<file path="src/rtl/ysyx_25060166_ifu_if.sv">
// Fetch-unit bus bundle: memory request/response, IDU instruction handshake and execute redirect.
// The master modport is the IFU side and the slave modport is the memory/IDU/EXU side.
`ifndef ysyx_25060166_WIDTH
`define ysyx_25060166_WIDTH 32
`endif

interface ysyx_25060166_ifu_if #(
    parameter int WIDTH = `ysyx_25060166_WIDTH
) ();
    logic             req_valid;
    logic             req_ready;
    logic [WIDTH-1:0] req_addr;
    logic             resp_valid;
    logic [WIDTH-1:0] resp_data;
    logic             inst_valid;
    logic             inst_ready;
    logic [WIDTH-1:0] inst;
    logic [WIDTH-1:0] inst_pc;
    logic             fetch_fault;
    logic             redirect_valid;
    logic [WIDTH-1:0] redirect_pc;

    modport master (
        output req_valid, req_addr, inst_valid, inst, inst_pc, fetch_fault,
        input  req_ready, resp_valid, resp_data, inst_ready, redirect_valid, redirect_pc
    );

    modport slave (
        input  req_valid, req_addr, inst_valid, inst, inst_pc, fetch_fault,
        output req_ready, resp_valid, resp_data, inst_ready, redirect_valid, redirect_pc
    );
endinterface

</file>
<file path="src/rtl/ysyx_25060166_ifu.sv">
// Instruction fetch unit: one outstanding single-beat fetch, valid/ready hand-off to the IDU.
// Optional misaligned-PC fault reporting is enabled by defining YSYX_25060166_IFU_ALIGN_CHK_EN.
//
// state  | meaning
// IDLE   | just out of reset, latch the first fetch address
// REQ    | request presented to memory, held until accepted
// WAIT   | request accepted, waiting for the response beat
// HOLD   | instruction presented to the IDU, held until consumed
`ifndef ysyx_25060166_WIDTH
`define ysyx_25060166_WIDTH 32
`endif

module ysyx_25060166_ifu #(
    parameter int               WIDTH    = `ysyx_25060166_WIDTH,
    parameter logic [WIDTH-1:0] RESET_PC = WIDTH'(32'h8000_0000)
) (
    input logic                 clk,
    input logic                 rst_n,
    ysyx_25060166_ifu_if.master bus
);

    typedef enum logic [1:0] {
        S_IDLE = 2'd0,
        S_REQ  = 2'd1,
        S_WAIT = 2'd2,
        S_HOLD = 2'd3
    } state_e;

    state_e           state_q, state_d;
    logic [WIDTH-1:0] pc_q, pc_d;
    logic [WIDTH-1:0] fetch_addr_q, fetch_addr_d;
    logic             drop_q, drop_d;
    logic [WIDTH-1:0] inst_q, inst_d;
    logic [WIDTH-1:0] inst_pc_q, inst_pc_d;
`ifdef YSYX_25060166_IFU_ALIGN_CHK_EN
    logic             fault_q, fault_d;
`endif

    logic             go_req;
    logic [WIDTH-1:0] req_target;
    logic [WIDTH-1:0] pc_inc;

    assign pc_inc = pc_q + WIDTH'(4);

    always_ff @(posedge clk or negedge rst_n) begin
        if (!rst_n) begin
            state_q      <= S_IDLE;
            pc_q         <= RESET_PC;
            fetch_addr_q <= RESET_PC;
            drop_q       <= 1'b0;
            inst_q       <= '0;
            inst_pc_q    <= RESET_PC;
`ifdef YSYX_25060166_IFU_ALIGN_CHK_EN
            fault_q      <= 1'b0;
`endif
        end else begin
            state_q      <= state_d;
            pc_q         <= pc_d;
            fetch_addr_q <= fetch_addr_d;
            drop_q       <= drop_d;
            inst_q       <= inst_d;
            inst_pc_q    <= inst_pc_d;
`ifdef YSYX_25060166_IFU_ALIGN_CHK_EN
            fault_q      <= fault_d;
`endif
        end
    end

    always_comb begin
        state_d      = state_q;
        pc_d         = pc_q;
        fetch_addr_d = fetch_addr_q;
        drop_d       = drop_q;
        inst_d       = inst_q;
        inst_pc_d    = inst_pc_q;
`ifdef YSYX_25060166_IFU_ALIGN_CHK_EN
        fault_d      = fault_q;
`endif
        go_req       = 1'b0;
        req_target   = fetch_addr_q;

        case (state_q)
            S_IDLE: begin
                go_req     = 1'b1;
                req_target = bus.redirect_valid ? bus.redirect_pc : pc_q;
                if (bus.redirect_valid) pc_d = bus.redirect_pc;
            end
            S_REQ: begin
                // The in-flight address stays put; only the response gets squashed later.
                if (bus.redirect_valid) begin
                    pc_d   = bus.redirect_pc;
                    drop_d = 1'b1;
                end
                if (bus.req_ready) state_d = S_WAIT;
            end
            S_WAIT: begin
                if (bus.redirect_valid) begin
                    pc_d = bus.redirect_pc;
                    if (bus.resp_valid) begin
                        drop_d     = 1'b0;
                        go_req     = 1'b1;
                        req_target = bus.redirect_pc;
                    end else begin
                        drop_d = 1'b1;
                    end
                end else if (bus.resp_valid) begin
                    if (drop_q) begin
                        drop_d     = 1'b0;
                        go_req     = 1'b1;
                        req_target = pc_q;
                    end else begin
                        inst_d    = bus.resp_data;
                        inst_pc_d = fetch_addr_q;
                        state_d   = S_HOLD;
                    end
                end
            end
            S_HOLD: begin
                if (bus.redirect_valid) begin
                    pc_d       = bus.redirect_pc;
                    go_req     = 1'b1;
                    req_target = bus.redirect_pc;
                end else if (bus.inst_ready) begin
                    pc_d       = pc_inc;
                    go_req     = 1'b1;
                    req_target = pc_inc;
                end
            end
            default: state_d = S_IDLE;
        endcase

        if (go_req) begin
            fetch_addr_d = req_target;
            state_d      = S_REQ;
`ifdef YSYX_25060166_IFU_ALIGN_CHK_EN
            // A misaligned target never reaches memory; it is reported to the IDU as a fault.
            fault_d      = 1'b0;
            if (req_target[1:0] != 2'b00) begin
                state_d   = S_HOLD;
                fault_d   = 1'b1;
                inst_d    = '0;
                inst_pc_d = req_target;
            end
`endif
        end
    end

    assign bus.req_valid  = (state_q == S_REQ);
    assign bus.inst_valid = (state_q == S_HOLD);
    assign bus.inst       = inst_q;
    assign bus.inst_pc    = inst_pc_q;
`ifdef YSYX_25060166_IFU_ALIGN_CHK_EN
    assign bus.req_addr    = fetch_addr_q;
    assign bus.fetch_fault = fault_q;
`else
    assign bus.req_addr    = {fetch_addr_q[WIDTH-1:2], 2'b00};
    assign bus.fetch_fault = 1'b0;
`endif

endmodule

</file>
<file path="src/flat_wrapper.sv">
// flat-port wrapper written by rule: the top's interface ports become plain ports
module ysyx_25060166_ifu_flat 
#(
    parameter int               WIDTH    = `ysyx_25060166_WIDTH,
    parameter logic [WIDTH-1:0] RESET_PC = WIDTH'(32'h8000_0000)
)
  (clk, rst_n, bus_req_valid, bus_req_addr, bus_inst_valid, bus_inst, bus_inst_pc, bus_fetch_fault, bus_req_ready, bus_resp_valid, bus_resp_data, bus_inst_ready, bus_redirect_valid, bus_redirect_pc);
  ysyx_25060166_ifu_if #(.WIDTH(WIDTH)) bus_i ();
  input logic clk;
  input logic rst_n;
  output wire logic [$bits(bus_i.req_valid)-1:0] bus_req_valid;
  output wire logic [$bits(bus_i.req_addr)-1:0] bus_req_addr;
  output wire logic [$bits(bus_i.inst_valid)-1:0] bus_inst_valid;
  output wire logic [$bits(bus_i.inst)-1:0] bus_inst;
  output wire logic [$bits(bus_i.inst_pc)-1:0] bus_inst_pc;
  output wire logic [$bits(bus_i.fetch_fault)-1:0] bus_fetch_fault;
  input wire logic [$bits(bus_i.req_ready)-1:0] bus_req_ready;
  input wire logic [$bits(bus_i.resp_valid)-1:0] bus_resp_valid;
  input wire logic [$bits(bus_i.resp_data)-1:0] bus_resp_data;
  input wire logic [$bits(bus_i.inst_ready)-1:0] bus_inst_ready;
  input wire logic [$bits(bus_i.redirect_valid)-1:0] bus_redirect_valid;
  input wire logic [$bits(bus_i.redirect_pc)-1:0] bus_redirect_pc;
  assign bus_req_valid = bus_i.req_valid;
  assign bus_req_addr = bus_i.req_addr;
  assign bus_inst_valid = bus_i.inst_valid;
  assign bus_inst = bus_i.inst;
  assign bus_inst_pc = bus_i.inst_pc;
  assign bus_fetch_fault = bus_i.fetch_fault;
  assign bus_i.req_ready = bus_req_ready;
  assign bus_i.resp_valid = bus_resp_valid;
  assign bus_i.resp_data = bus_resp_data;
  assign bus_i.inst_ready = bus_inst_ready;
  assign bus_i.redirect_valid = bus_redirect_valid;
  assign bus_i.redirect_pc = bus_redirect_pc;
  ysyx_25060166_ifu #(.WIDTH(WIDTH), .RESET_PC(RESET_PC)) u_core (.clk(clk), .rst_n(rst_n), .bus(bus_i));
endmodule
</file>
<file path="config.mk">
export PLATFORM = sky130hd
export DESIGN_NAME = ysyx_25060166_ifu_flat
export DESIGN_NICKNAME = d
export VERILOG_FILES = /design/src/rtl/ysyx_25060166_ifu_if.sv /design/src/rtl/ysyx_25060166_ifu.sv /design/src/flat_wrapper.sv
export SDC_FILE = /design/constraint.sdc
export NUM_CORES = 1
export LEC_CHECK = 0
export CAP_MARGIN = 0
export CORE_UTILIZATION = 45
export DETAILED_ROUTE_END_ITERATION = 6
export PLACE_DENSITY = 0.86
export SLEW_MARGIN = 20
export SYNTH_ARGS = -nofsm -noshare
export SYNTH_HDL_FRONTEND = slang
export SYNTH_SLANG_ARGS = --single-unit
</file>
<file path="constraint.sdc">
create_clock -name clk -period 2.1 [get_ports clk]
set_clock_uncertainty 0.05 [all_clocks]
set_input_delay 0.315 -clock clk [delete_from_list [all_inputs] [get_ports clk]]
set_output_delay 0.315 -clock clk [all_outputs]
set_load 0.01 [all_outputs]
</file>
==> out/results.txt, run 1 <==
Summed over all layers, the global routing overflow is 0. The number of primary I/O pins was 169; the actual slew at the worst max-slew pin was 0.5009 ns. The synthesized design contains 0 enable-type register cells. The run gives 0 as the post-route antenna net violation count.

By startpoint and endpoint, the worst setup path is classified as reg -> reg. Clock tree buffer depth: 2. The average via count per standard cell works out to 5.511. Capturing element type of the critical path: a flop.

The final worst-path cycle share came out at 0.9636. The logs give 5 for the length of the first detailed-routing pass in iterations and 494.2 MHz for the highest achievable clock rate. The H-tree generated during clock tree synthesis spans 4 levels. Wires add up to 16.54 mm. After synthesis the netlist holds a flip-flop and latch count of 131.

The global placement routability congestion came out at 0.8634. Entering global routing, the biggest net connects 53 pins. The sink count of the clock tree is 131. The placed wire-length estimate after detailed placement was 11.68 mm. The number of clock buffers added by TritonCTS is 17.

The async set-reset flop share out of synthesis is 1.000, and the max-slew violation count is 0. The final hold slack was 0.2160 ns; the global-route wire length before repair was 26.19 mm. For the worst setup path, the data required time is 2.35 ns. The final standard cell utilization of the core came out at 0.6606. The tree is rooted in a sky130_fd_sc_hd__clkbuf_16. Cell with the most instances after synthesis: sky130_fd_sc_hd__dfrtp_1. From synthesis to final layout, the design area changed by 41.00%.

Ranked by instance count, the synthesized netlist is headed by sky130_fd_sc_hd__dfrtp_1, sky130_fd_sc_hd__mux2_2, sky130_fd_sc_hd__nand2_1. For the initial antenna violation count, the log shows 0. The overall routing resource usage came out at 0.2244. IR analysis of the VDD net gives a maximum drop of 0.7033 mV. The share of final-layout standard cells stronger than drive strength 1 was 0.2739. The biggest area contributor in the post-synthesis netlist is sky130_fd_sc_hd__dfrtp_1. Subtracting the final worst setup slack from the clock period gives 2.024 ns. The final-report setup violation count is 0. The total via count after detailed routing was 5318. The total number of yosys warnings came out at 0. The maximum fanout count along the critical path came out at 21. For this design the static power due to leakage is 4.030 nW. Synthesis produced a netlist whose cell count is 598. In this run the cell area of the synthesized design comes to 6604 µm². The share of synthesized area occupied by flip-flops and latches was 0.4970; the die outline height was 123.1 µm. Averaged over all synthesized cells, the footprint is 11.04 µm². After the first detailed-routing iteration, the DRC count stood at 314. The flow ran to the end, and the final reports show no timing, DRC or antenna violations. The count of input and output buffers was 165; the arrival time reported for the critical path endpoint was 2.28 ns. In this run the power density over the cells is 1305 nW/µm². Power comes to 12.16 mW. In this run the worst hold path is classified as in -> reg. Clock-pin slew was measured on the worst setup and hold paths at 0.06 ns.

The total count of hold-check failures in the final report is 0, and the area of the core is 14100 µm². The run gives 0 as the total inserted antenna cells. TritonCTS built the clock tree.

The area of the die was 15160 µm². The floorplan step set the die width to 123.1 µm. The count of max-cap constraint violations came out at 0.

Setup repair after global routing could not meet its margin everywhere. The logs give 0.4685 for the initial standard-cell utilization of the core and 0 for the number of DRC violations after detailed routing. The clock reaches the later pin of the worst-skew pair after 0.42 ns.

The worst setup path is launched from a flop. The wire length per cell is 17.14 µm. At the end of the flow, the number of nets in the layout was 847.

The run gives 0.6660 as the worst max-slew margin expressed relative to the limit. Most frequently used flop master after synthesis: sky130_fd_sc_hd__dfrtp_1. The share of the synthesized area in the top cell type is 0.4850, and the row count is 43. The run gives 61 as the distinct cell type count after synthesis. The via count of the first global-routing pass came out at 5416. Ranked by total cell area, the synthesized netlist is headed by sky130_fd_sc_hd__dfrtp_1, sky130_fd_sc_hd__mux2_2, sky130_fd_sc_hd__buf_4.
## cell usage in the layout, fill, tap and decap left out, types with 4 or more instances in the layout
cell type,n
sky130_fd_sc_hd__buf_4,48
sky130_fd_sc_hd__nand3_1,15
sky130_fd_sc_hd__nor2b_1,6
sky130_fd_sc_hd__a21oi_1,14
sky130_fd_sc_hd__nor3_1,10
sky130_fd_sc_hd__mux2_2,97
sky130_fd_sc_hd__nand4_1,17
sky130_fd_sc_hd__nand2_1,64
sky130_fd_sc_hd__a21boi_0,7
sky130_fd_sc_hd__nor4_2,4
sky130_fd_sc_hd__nor2_1,19
sky130_fd_sc_hd__buf_12,5
sky130_fd_sc_hd__xnor2_1,9
sky130_fd_sc_hd__dfrtp_1,126
sky130_fd_sc_hd__o21ai_0,31
sky130_fd_sc_hd__bufinv_16,4
sky130_fd_sc_hd__nand2b_1,5
sky130_fd_sc_hd__xor2_1,7
sky130_fd_sc_hd__clkbuf_16,19
sky130_fd_sc_hd__o311ai_0,4
sky130_fd_sc_hd__o21ai_1,6
sky130_fd_sc_hd__mux2i_1,10
sky130_fd_sc_hd__clkinv_2,4
sky130_fd_sc_hd__inv_1,8
sky130_fd_sc_hd__clkdlybuf4s50_1,162
## cell type report
cell class / instances / area, µm²
fillers: 1047 / 4785
inverters: 9 / 33.78
clock buffers: 21 / 460.4
repair buffers: 222 / 2178
clock inverters: 10 / 156.4
flip-flops and latches: 131 / 3284
multi-input cells: 392 / 2973
well taps: 180 / 225.2
## report_power, final
| part | switching, mW | leakage, nW | internal, mW |
|---|---|---|---|
| Sequential | 0.676 | 1.67 | 3.49 |
| Clock | 1.07 | 0.303 | 2.03 |
| Combinational | 2.01 | 2.06 | 2.88 |
| Total | 3.75 | 4.03 | 8.40 |
## cell families after synthesis
| family | after synthesis | synth area share |
|---|---|---|
| adders and majority gates | 4 | 0.007579 |
| muxes | 107 | 0.1806 |
| DFF | 131 | 0.4970 |
| other | 1 | 0.0005679 |
| and+or+nand+nor | 173 | 0.1379 |
| AOI/OAI and AO/OA | 88 | 0.08526 |
| xor gates and xnor gates | 17 | 0.02255 |
| buffers and inverters | 77 | 0.06859 |
## metal layers
metal / vias to the layer above / wire [µm] / global-route usage / part of all wire
li1: 2454 / - / - / -
met1: 2621 / 6703 / 0.2709 / 0.41
met2: 213 / 8304 / 0.3788 / 0.50
met3: 30 / 1180 / 0.06135 / 0.071
met4: 0 / 353 / 0.08961 / 0.021
met5: - / 0 / 0 / 0
## stage by stage
step	cell area, µm²	std cells	TNS [ns]	worst slack, ns
floorplan	6611	600	0	0.02203
CTS	9155	960	0	0.001400
global route	9311	965	-0.3876	-0.04457
global placement	8522	928	0	0.0005431
finish	9311	965	0	0.07634
detailed placement	8522	928	-0.4156	-0.05319
## final timing paths
| check | start | endpoint | slack, ns | cells past startpoint |
|---|---|---|---|---|
| max | u_core.state_q[0]$_DFFE_PN0P_ | u_core.fetch_addr_q[4]$_DFFE_PN0P_ | 0.08 | 6 |
| min | bus_redirect_valid | u_core.pc_q[23]$_DFFE_PN0N_ | 0.22 | 2 |
| max reg2reg | u_core.state_q[0]$_DFFE_PN0P_ | u_core.fetch_addr_q[4]$_DFFE_PN0P_ | 0.08 | 6 |
| min reg2reg | u_core.fetch_addr_q[31]$_DFFE_PN1P_ | u_core.fetch_addr_q[31]$_DFFE_PN1P_ | 0.45 | 2 |
| max in group asynchronous | rst_n | u_core.bus.inst_pc[8]$_DFFE_PN0P_ | 0.93 | 3 |
| min in group asynchronous | rst_n | u_core.bus.inst_pc[9]$_DFFE_PN0P_ | 0.36 | 2 |
## sequential cells by signal, indices dropped and copies added (netlist names)
name	cells
u_core.state_q	2
u_core.pc_q	32
u_core.bus.inst	32
u_core.fetch_addr_q	32
u_core.bus.inst_pc	32
u_core.drop_q	1
## worst max-delay path, cell delays in order, from the launching register on
cell and delay [ns]:
sky130_fd_sc_hd__dfrtp_2 0.43, sky130_fd_sc_hd__ha_4 0.19, sky130_fd_sc_hd__nor2b_2 0.20, sky130_fd_sc_hd__a21oi_2 0.06, sky130_fd_sc_hd__o2111ai_4 0.35, sky130_fd_sc_hd__buf_6 0.25
sky130_fd_sc_hd__mux2_2 0.36
## what timing repair did
item,4_1_cts,5_1_grt
setup buffers,0,3
hold endpoints to repair,47,0
resized for setup,3,17
cloned,0,2
hold buffers,1,0
setup endpoints to repair,15,37
pin swaps,1,3
Note: power is estimated with default switching activity, not from simulation.
==> run 2, diff against run 1 <==
--- a/config.mk
+++ b/config.mk
@@ -5,6 +5,7 @@
 export SDC_FILE = /design/constraint.sdc
 export NUM_CORES = 1
 export LEC_CHECK = 0
+export ABC_AREA = 0
 export CAP_MARGIN = 0
 export CORE_UTILIZATION = 45
 export DETAILED_ROUTE_END_ITERATION = 6
==> results of run 2 <==
Final layout, timing and power as in run 1 (identical DEF).
==> run 3, diff against run 2 <==
--- a/config.mk
+++ b/config.mk
@@ -9,6 +9,7 @@
 export CAP_MARGIN = 0
 export CORE_UTILIZATION = 45
 export DETAILED_ROUTE_END_ITERATION = 6
+export HOLD_SLACK_MARGIN = 0.05
 export PLACE_DENSITY = 0.86
 export SLEW_MARGIN = 20
 export SYNTH_ARGS = -nofsm -noshare
==> results of run 3 <==
Final layout, timing and power as in run 1 (identical DEF).
